$ cat config.mk
export PLATFORM = sky130hd
export DESIGN_NAME = data_cache_assoc
export DESIGN_NICKNAME = d
export VERILOG_FILES = /design/src/rtl/dcache_pkg.sv /design/src/rtl/dcache_way.sv /design/src/rtl/data_cache_assoc.sv
export SDC_FILE = /design/constraint.sdc
export NUM_CORES = 2
export LEC_CHECK = 0
export ABC_AREA = 1
export CAP_MARGIN = 5
export CORE_MARGIN = 2
export CORE_UTILIZATION = 25
export CTS_CLUSTER_SIZE = 8
export DETAILED_ROUTE_END_ITERATION = 16
export GPL_TIMING_DRIVEN = 0
export PLACE_DENSITY = 0.38
export SYNTH_ARGS = -nofsm -noshare
export SYNTH_HDL_FRONTEND = slang
export SYNTH_SLANG_ARGS = --single-unit
export TNS_END_PERCENT = 5
$ cat constraint.sdc
create_clock -name clk -period 43.9 [get_ports clk]
set_input_delay 6.585 -clock clk [delete_from_list [all_inputs] [get_ports clk]]
set_output_delay 6.585 -clock clk [all_outputs]
set_load 0.01 [all_outputs]
$ cat src/rtl/dcache_pkg.sv
// Shared definitions for the set-associative data cache: FSM encodings,
// derived address-field widths and the word/byte lane helpers.
package dcache_pkg;

    localparam logic [2:0] S_IDLE       = 3'd0;
    localparam logic [2:0] S_WRITEBACK  = 3'd1;
    localparam logic [2:0] S_REFILL     = 3'd2;
    localparam logic [2:0] S_FLUSH_SCAN = 3'd3;
    localparam logic [2:0] S_FLUSH_WB   = 3'd4;
    localparam logic [2:0] S_FLUSH_INV  = 3'd5;

    function automatic int off_w_f(input int line_w);
        return $clog2(line_w / 8);
    endfunction

    function automatic int idx_w_f(input int num_sets);
        return $clog2(num_sets);
    endfunction

    function automatic int tag_w_f(input int addr_w, input int line_w, input int num_sets);
        return addr_w - idx_w_f(num_sets) - off_w_f(line_w);
    endfunction

    function automatic logic [31:0] merge_word(input logic [31:0] old_word,
                                               input logic [31:0] wdata,
                                               input logic        byte_acc,
                                               input logic [1:0]  lane);
        logic [31:0] res;
        res = old_word;
        if (byte_acc) begin
            case (lane)
                2'd0:    res[7:0]   = wdata[7:0];
                2'd1:    res[15:8]  = wdata[7:0];
                2'd2:    res[23:16] = wdata[7:0];
                2'd3:    res[31:24] = wdata[7:0];
                default: res        = old_word;
            endcase
        end else begin
            res = wdata;
        end
        return res;
    endfunction

    function automatic logic [31:0] extract_word(input logic [31:0] word,
                                                 input logic        byte_acc,
                                                 input logic [1:0]  lane);
        logic [31:0] res;
        if (byte_acc) begin
            case (lane)
                2'd0:    res = {24'd0, word[7:0]};
                2'd1:    res = {24'd0, word[15:8]};
                2'd2:    res = {24'd0, word[23:16]};
                2'd3:    res = {24'd0, word[31:24]};
                default: res = 32'd0;
            endcase
        end else begin
            res = word;
        end
        return res;
    endfunction

endpackage

$ cat src/rtl/dcache_way.sv
// One cache way: tag/valid/dirty/data arrays with a combinational hit,
// a full-line fill port, a word/byte store-merge port and dirty clearing.
module dcache_way
    import dcache_pkg::*;
#(
    parameter int LINE_W = 128,
    parameter int TAG_W  = 26,
    parameter int IDX_W  = 2,
    parameter int WSEL_W = 2
) (
    input  logic              clk,
    input  logic              rst,
    input  logic [IDX_W-1:0]  idx,
    input  logic [TAG_W-1:0]  tag,
    output logic              hit,
    output logic              valid,
    output logic              dirty,
    output logic [TAG_W-1:0]  line_tag,
    output logic [LINE_W-1:0] line_data,
    input  logic              fill_en,
    input  logic [LINE_W-1:0] fill_data,
    input  logic              store_en,
    input  logic [WSEL_W-1:0] store_word,
    input  logic [31:0]       store_data,
    input  logic              store_byte,
    input  logic [1:0]        store_lane,
    input  logic              clean_en,
    input  logic              inv_all
);
    localparam int SETS = 1 << IDX_W;

    logic [SETS-1:0]   valid_q, valid_d, dirty_q, dirty_d;
    logic [TAG_W-1:0]  tag_q  [SETS];
    logic [TAG_W-1:0]  tag_d  [SETS];
    logic [LINE_W-1:0] data_q [SETS];
    logic [LINE_W-1:0] data_d [SETS];

    assign valid     = valid_q[idx];
    assign dirty     = dirty_q[idx];
    assign line_tag  = tag_q[idx];
    assign line_data = data_q[idx];
    assign hit       = valid_q[idx] && (tag_q[idx] == tag);

    // Next-state of the arrays; invalidate-all outranks fill, store and clean.
    always_comb begin
        valid_d = valid_q;
        dirty_d = dirty_q;
        tag_d   = tag_q;
        data_d  = data_q;
        if (inv_all) begin
            valid_d = '0;
            dirty_d = '0;
        end else if (fill_en) begin
            data_d[idx]  = fill_data;
            tag_d[idx]   = tag;
            valid_d[idx] = 1'b1;
            dirty_d[idx] = 1'b0;
        end else if (store_en) begin
            data_d[idx][store_word*32 +: 32] =
                merge_word(data_q[idx][store_word*32 +: 32], store_data, store_byte, store_lane);
            dirty_d[idx] = 1'b1;
        end else if (clean_en) begin
            dirty_d[idx] = 1'b0;
        end else begin
            dirty_d = dirty_q;
        end
    end

    // Array storage.
    always_ff @(posedge clk or posedge rst) begin
        if (rst) begin
            valid_q <= '0;
            dirty_q <= '0;
            for (int s = 0; s < SETS; s++) begin
                tag_q[s]  <= '0;
                data_q[s] <= '0;
            end
        end else begin
            valid_q <= valid_d;
            dirty_q <= dirty_d;
            tag_q   <= tag_d;
            data_q  <= data_d;
        end
    end

endmodule

$ cat src/rtl/data_cache_assoc.sv
// Write-back, write-allocate set-associative data cache (1 or 2 ways, LRU)
// with a miss FSM, write-back-then-invalidate flush and a req/ack line port.
module data_cache_assoc
    import dcache_pkg::*;
#(
    parameter int ADDR_W   = 32,
    parameter int DATA_W   = 32,
    parameter int LINE_W   = 128,
    parameter int NUM_SETS = 4,
    parameter int WAYS     = 2
) (
    input  logic                             clk,
    input  logic                             reset,
    input  logic                             flush,
    input  logic                             mem_read,
    input  logic                             mem_write,
    input  logic                             byte_access,
    input  logic [ADDR_W-1:0]                address,
    input  logic [DATA_W-1:0]                writedata,
    output logic [DATA_W-1:0]                readdata,
    output logic                             stall,
    output logic                             flush_done,
    output logic                             mem_req,
    output logic                             mem_we,
    output logic [ADDR_W-off_w_f(LINE_W)-1:0] mem_addr,
    output logic [LINE_W-1:0]                mem_wdata,
    input  logic [LINE_W-1:0]                mem_rdata,
    input  logic                             mem_ack
);
    localparam int OFF_W  = off_w_f(LINE_W);
    localparam int IDX_W  = idx_w_f(NUM_SETS);
    localparam int TAG_W  = tag_w_f(ADDR_W, LINE_W, NUM_SETS);
    localparam int WSEL_W = OFF_W - 2;

    logic [IDX_W-1:0]  addr_idx;
    logic [TAG_W-1:0]  addr_tag;
    logic [WSEL_W-1:0] word_sel;
    logic              req;

    assign addr_idx = address[OFF_W+IDX_W-1:OFF_W];
    assign addr_tag = address[ADDR_W-1:OFF_W+IDX_W];
    assign word_sel = address[OFF_W-1:2];
    assign req      = mem_read | mem_write;

    logic [2:0]          state_q, state_d;
    logic                victim_q, victim_d, scan_way_q, scan_way_d;
    logic [IDX_W-1:0]    scan_set_q, scan_set_d;
    logic                flush_pend_q, flush_pend_d;
    logic [NUM_SETS-1:0] lru_q, lru_d;

    logic [WAYS-1:0]   hit_s, valid_s, dirty_s, fill_en_s, store_en_s, clean_en_s;
    logic [TAG_W-1:0]  ltag_s  [WAYS];
    logic [LINE_W-1:0] ldata_s [WAYS];
    logic              inv_all_s, in_flush_s, hit_way_s, vict_s, sel_way_s, stall_s;
    logic [IDX_W-1:0]  way_idx_s;
    logic [DATA_W-1:0] hit_word_s;

    assign in_flush_s = (state_q == S_FLUSH_SCAN) || (state_q == S_FLUSH_WB) ||
                        (state_q == S_FLUSH_INV);
    assign way_idx_s  = in_flush_s ? scan_set_q : addr_idx;
    assign hit_way_s  = (WAYS == 2) ? hit_s[WAYS-1] : 1'b0;
    assign sel_way_s  = in_flush_s ? scan_way_q : victim_q;
    assign mem_wdata  = ldata_s[sel_way_s];
    assign hit_word_s = ldata_s[hit_way_s][word_sel*DATA_W +: DATA_W];
    assign stall      = stall_s & ~reset;

    for (genvar w = 0; w < WAYS; w++) begin : g_way
        dcache_way #(
            .LINE_W(LINE_W), .TAG_W(TAG_W), .IDX_W(IDX_W), .WSEL_W(WSEL_W)
        ) u_way (
            .clk(clk), .rst(reset), .idx(way_idx_s), .tag(addr_tag),
            .hit(hit_s[w]), .valid(valid_s[w]), .dirty(dirty_s[w]),
            .line_tag(ltag_s[w]), .line_data(ldata_s[w]),
            .fill_en(fill_en_s[w]), .fill_data(mem_rdata),
            .store_en(store_en_s[w]), .store_word(word_sel), .store_data(writedata),
            .store_byte(byte_access), .store_lane(address[1:0]),
            .clean_en(clean_en_s[w]), .inv_all(inv_all_s)
        );
    end

    // Victim: lowest invalid way first, else the LRU way of the set.
    always_comb begin
        vict_s = 1'b0;
        if (!valid_s[0]) begin
            vict_s = 1'b0;
        end else if (WAYS == 2 && !valid_s[WAYS-1]) begin
            vict_s = 1'b1;
        end else if (WAYS == 2) begin
            vict_s = lru_q[addr_idx];
        end else begin
            vict_s = 1'b0;
        end
    end

    // Load data is only driven on an IDLE hit so a refill never leaks through.
    always_comb begin
        if (state_q == S_IDLE && req && (|hit_s)) begin
            readdata = extract_word(hit_word_s, byte_access, address[1:0]);
        end else begin
            readdata = '0;
        end
    end

    // Miss / flush FSM with the memory handshake decoded from the state.
    always_comb begin
        state_d      = state_q;
        victim_d     = victim_q;
        scan_set_d   = scan_set_q;
        scan_way_d   = scan_way_q;
        flush_pend_d = flush_pend_q;
        lru_d        = lru_q;
        stall_s      = 1'b0;
        mem_req      = 1'b0;
        mem_we       = 1'b0;
        mem_addr     = '0;
        fill_en_s    = '0;
        store_en_s   = '0;
        clean_en_s   = '0;
        inv_all_s    = 1'b0;
        flush_done   = 1'b0;
        case (state_q)
            S_IDLE: begin
                if (flush || flush_pend_q) begin
                    stall_s      = 1'b1;
                    flush_pend_d = 1'b0;
                    scan_set_d   = '0;
                    scan_way_d   = 1'b0;
                    state_d      = S_FLUSH_SCAN;
                end else if (req && (|hit_s)) begin
                    store_en_s[hit_way_s] = mem_write;
                    if (WAYS == 2) begin
                        lru_d[addr_idx] = ~hit_way_s;
                    end else begin
                        lru_d = '0;
                    end
                end else if (req) begin
                    stall_s  = 1'b1;
                    victim_d = vict_s;
                    state_d  = (valid_s[vict_s] && dirty_s[vict_s]) ? S_WRITEBACK : S_REFILL;
                end else begin
                    stall_s = 1'b0;
                end
            end
            S_WRITEBACK: begin
                stall_s      = 1'b1;
                mem_req      = 1'b1;
                mem_we       = 1'b1;
                mem_addr     = {ltag_s[victim_q], addr_idx};
                flush_pend_d = flush_pend_q | flush;
                if (mem_ack) begin
                    clean_en_s[victim_q] = 1'b1;
                    state_d              = S_REFILL;
                end else begin
                    state_d = S_WRITEBACK;
                end
            end
            S_REFILL: begin
                stall_s      = 1'b1;
                mem_req      = 1'b1;
                mem_addr     = address[ADDR_W-1:OFF_W];
                flush_pend_d = flush_pend_q | flush;
                if (mem_ack) begin
                    fill_en_s[victim_q] = 1'b1;
                    if (WAYS == 2) begin
                        lru_d[addr_idx] = ~victim_q;
                    end else begin
                        lru_d = '0;
                    end
                    state_d = S_IDLE;
                end else begin
                    state_d = S_REFILL;
                end
            end
            S_FLUSH_SCAN: begin
                stall_s = 1'b1;
                if (valid_s[scan_way_q] && dirty_s[scan_way_q]) begin
                    state_d = S_FLUSH_WB;
                end else if (scan_set_q == IDX_W'(NUM_SETS - 1) && scan_way_q == 1'(WAYS - 1)) begin
                    state_d = S_FLUSH_INV;
                end else if (scan_way_q == 1'(WAYS - 1)) begin
                    scan_way_d = 1'b0;
                    scan_set_d = scan_set_q + 1'b1;
                end else begin
                    scan_way_d = 1'b1;
                end
            end
            S_FLUSH_WB: begin
                stall_s  = 1'b1;
                mem_req  = 1'b1;
                mem_we   = 1'b1;
                mem_addr = {ltag_s[scan_way_q], scan_set_q};
                if (mem_ack) begin
                    clean_en_s[scan_way_q] = 1'b1;
                    state_d                = S_FLUSH_SCAN;
                end else begin
                    state_d = S_FLUSH_WB;
                end
            end
            S_FLUSH_INV: begin
                stall_s    = 1'b1;
                inv_all_s  = 1'b1;
                lru_d      = '0;
                flush_done = 1'b1;
                state_d    = S_IDLE;
            end
            default: begin
                state_d = S_IDLE;
            end
        endcase
    end

    // Controller state.
    always_ff @(posedge clk or posedge reset) begin
        if (reset) begin
            state_q      <= S_IDLE;
            victim_q     <= 1'b0;
            scan_set_q   <= '0;
            scan_way_q   <= 1'b0;
            flush_pend_q <= 1'b0;
            lru_q        <= '0;
        end else begin
            state_q      <= state_d;
            victim_q     <= victim_d;
            scan_set_q   <= scan_set_d;
            scan_way_q   <= scan_way_d;
            flush_pend_q <= flush_pend_d;
            lru_q        <= lru_d;
        end
    end

endmodule

==> run_results.csv <==
group,metric,value,unit
outcome,violations,"capacitance limit, slew limit",
sta,fin_crit_sh,47.0,%
yosys,synth-simple-area-share,42.6,%
yosys,synth_xor_area_share,0,%
clock_tree,cts_tree,"yes",
route,drtIter0Drc,18505,
floorplan,die_h,577,um
worst_hold_path,hp-class,"flop to flop",
clock_tree,cts_sinks,1260,
power_and_ir_drop,power,7.51,mW
flow_run,max-cap-violations,16,
critical_path,critPathKind,"input port to output port",
clock_tree,htreeDepth,4,
global_route,grt_overflow,0,
clock_tree,path_clk_slew,50,ps
yosys,muxShareOfSynthArea,0,%
route,via_per_inst,6.13,
placement,io_buffers,288,
route,vias,109510,
critical_path,reg2reg_from,"state_q[2]",
yosys,synth_nets,12999,
route,ant_nets,0,
sta,finalHoldViolCount,0,
critical_path,startpoint,"address[5]",
route,drcViolationCount,0,
clock_tree,cts.path.max_buffers,4,
yosys,ys_warn_count,0,
yosys,synth_cell_types,40,
yosys,synth_compound_area_share,10.3,%
critical_path,arrival,14040,ps
yosys,yosys.area_share.adder,0.0916,%
yosys,synth_flop_cell,"dfrtp_1",
yosys,syn_area_per_cell,6.41,um^2
sta,setup_viol,0,
route,routedWlPerCell,47.5,um
yosys,yosysTopAreaCell,"dfrtp_1",
critical_path,critical_path_required,37310,ps
sta,fin_skew,55.8,ps
layout,final_common_cell,"nand2_1",
yosys,syn-cell-area,81900,um^2
global_route,grt_pass1_vias,98306,
clock_tree,cts_inserted_buffers,190,
clock_tree,holdBufCountCts,0,
global_route,grt_max_degree,118,
yosys,synth_edf_count,0,
floorplan,die_area,332000,um^2
layout,drive_above_1_share,5.58,%
power_and_ir_drop,leakage,47.8,nW
critical_path,crit_fanout,11,
floorplan,ios,391,
yosys,ys_seq_elements,1260,
outcome,status,"complete, but fails checks",
sta,tightest_slew,1670,ps
floorplan,core_area,327000,um^2
global_route,use_met2,67.5,%
global_route,top_usage_layer,"met2",
critical_path,startpoint_type,"input port",
clock_tree,clock_latency,980,ps
floorplan,fp.dieW,577,um
clock_tree,cts-root-buf,"clkbuf_16",
sta,max_slew_margin,-11.3,%
worst_hold_path,hold_start,"g_way[0].u_way.data_q[147]",
placement,globalplace.congestion,1.11,
yosys,synth_seq_area_share,38.5,%
floorplan,std_cell_rows,210,
sta,rsz0062_at_grt,"no",
yosys,synth_top_family_by_area,"simple AND/OR/NAND/NOR gates",
layout,layout_common_cells,"nand2_1, nand3_1, dfrtp_1, o21ai_0, nor2_1",
sta,finalMaxSlewViolations,132,
sta,period_needed,20630,ps
floorplan,start_util,25.1,%
global_route,track_usage,49.5,%
clock_tree,post-cts-setup-buffer-count,0,
yosys,synth_top_area_share,38.5,%
layout,area_growth,19.6,%
sta,finalSetupTns,0,ps
global_route,grt.met3_usage,17.9,%
global_route,grt_pass1_wl,1060000,um
global_route,met1_usage,60.2,%
route,drtPass1Iterations,7,
layout,nNetsFinal,13572,
route,drt_wl_total,849000,um
yosys,synthTopCellsByArea,"dfrtp_1, nand2_1, nand3_1",
yosys,syn_inst,12794,
clock_tree,cts_resized,0,
power_and_ir_drop,power_density,76.6,nW/um^2
sta,max_freq,48.5,MHz
yosys,synthArstFlopShare,100,%
power_and_ir_drop,ir_drop,94.8,uV
global_route,antenna_found_initial,132,
layout,fillers,36708,
critical_path,end_kind,"output port",
placement,dp_hpwl,670000,um
-- cell families (layout without fill, tap and decap cells) --
kind of cell	Yosys count	count (layout)
AO/OA/AOI/OAI	1500	1500
other	0	103
AND/OR/NAND/NOR	8288	8288
flip-flops	1260	1260
buffers and inverters	1740	2376
adder cells (fa/ha/maj)	6	6
-- path summary, 6_finish.rpt --
kind / endpoint / slack (ps) / depth (start not counted)
setup / recovery: readdata[6] / 23270 / 20
max in group asynchronous: g_way[1].u_way.data_q[122] / 35010 / 6
hold reg to reg: g_way[0].u_way.data_q[147] / 470 / 2
min in group asynchronous: g_way[0].u_way.data_q[155] / 6180 / 2
hold / removal: g_way[0].u_way.data_q[147] / 470 / 2
setup reg to reg: g_way[0].u_way.data_q[470] / 35150 / 18
-- where the power goes --
part / internal, mW / leakage, nW / total (mW) / switching, mW
Sequential: 1.34 / 17.1 / 1.43 / 0.0983
Combinational: 0.828 / 28.1 / 4.59 / 3.76
Clock: 0.816 / 2.64 / 1.48 / 0.667
-- per-stage QoR --
stage / cells / utilization [%] / cell area [um^2] / hold WS (ps) / worst slack [ps]
after floorplan: 12794 / - / 81900 / 442 / 1810
after global placement: 17428 / 27.6 / 90300 / 454 / -20180
after detailed placement: 17517 / 28.3 / 92300 / 458 / 23670
after CTS: 17772 / 29.9 / 97700 / 470 / 23650
after global routing: 17780 / 29.9 / 97800 / 484 / 23480
final: 17879 / 30.0 / 98000 / 467 / 23270
-- synthesized netlist by cell type, types with 28 or more instances --
cell type	instances
dfrtp_1	1260
buf_4	30
o21a_1	28
inv_1	599
a22oi_1	156
buf_2	207
nand4_1	161
a21oi_1	239
clkbuf_1	658
o22ai_1	121
buf_1	212
nor2_1	741
a31oi_1	115
nand3_1	2510
nand2_1	4789
o21ai_0	772
-- state kept, by name, summed over array words and instances (netlist names) --
name,count
flush_pend_q,1
g_way.u_way.data_q,1024
g_way.u_way.dirty_q,8
g_way.u_way.tag_q,208
g_way.u_way.valid_q,8
lru_q,4
scan_set_q,2
scan_way_q,1
state_q,3
victim_q,1
-- critical path, cell delays in order --
cell and delay [ps]:
clkdlybuf4s50_1 690, inv_1 180, nand2_1 110, o21ai_2 150
buf_2 300, buf_1 320, nor2_1 820, buf_2 330
buf_2 1050, a22oi_1 450, nand3_1 430, nand2_1 100
inv_1 80, nand3_1 280, nand3_1 270, nand3_1 690
nand2_1 270, nor2_1 70, nor2_1 190, clkdlybuf4s50_1 590
-- per-layer routing --
layer / share of wire, % / up-vias
met1: 38 / 54436
met2: 39 / 9314
met4: 11 / 30
li1: - / 43151
met3: 12 / 2579
met5: 0.025 / -
-- layout make-up --
type	instances	area, um^2	area share [%]
multi-input combinational	9794	43500	44.4
sequential	1260	31500	32.2
tap	4346	5440	5.55
clock buffer	236	5080	5.18
timing repair buffer	381	4760	4.86
buffer	1114	4730	4.83
inverter	626	2360	2.41
clock inverter	19	322	0.328
antenna	103	258	0.263
Power figures use the tool's default switching activity.
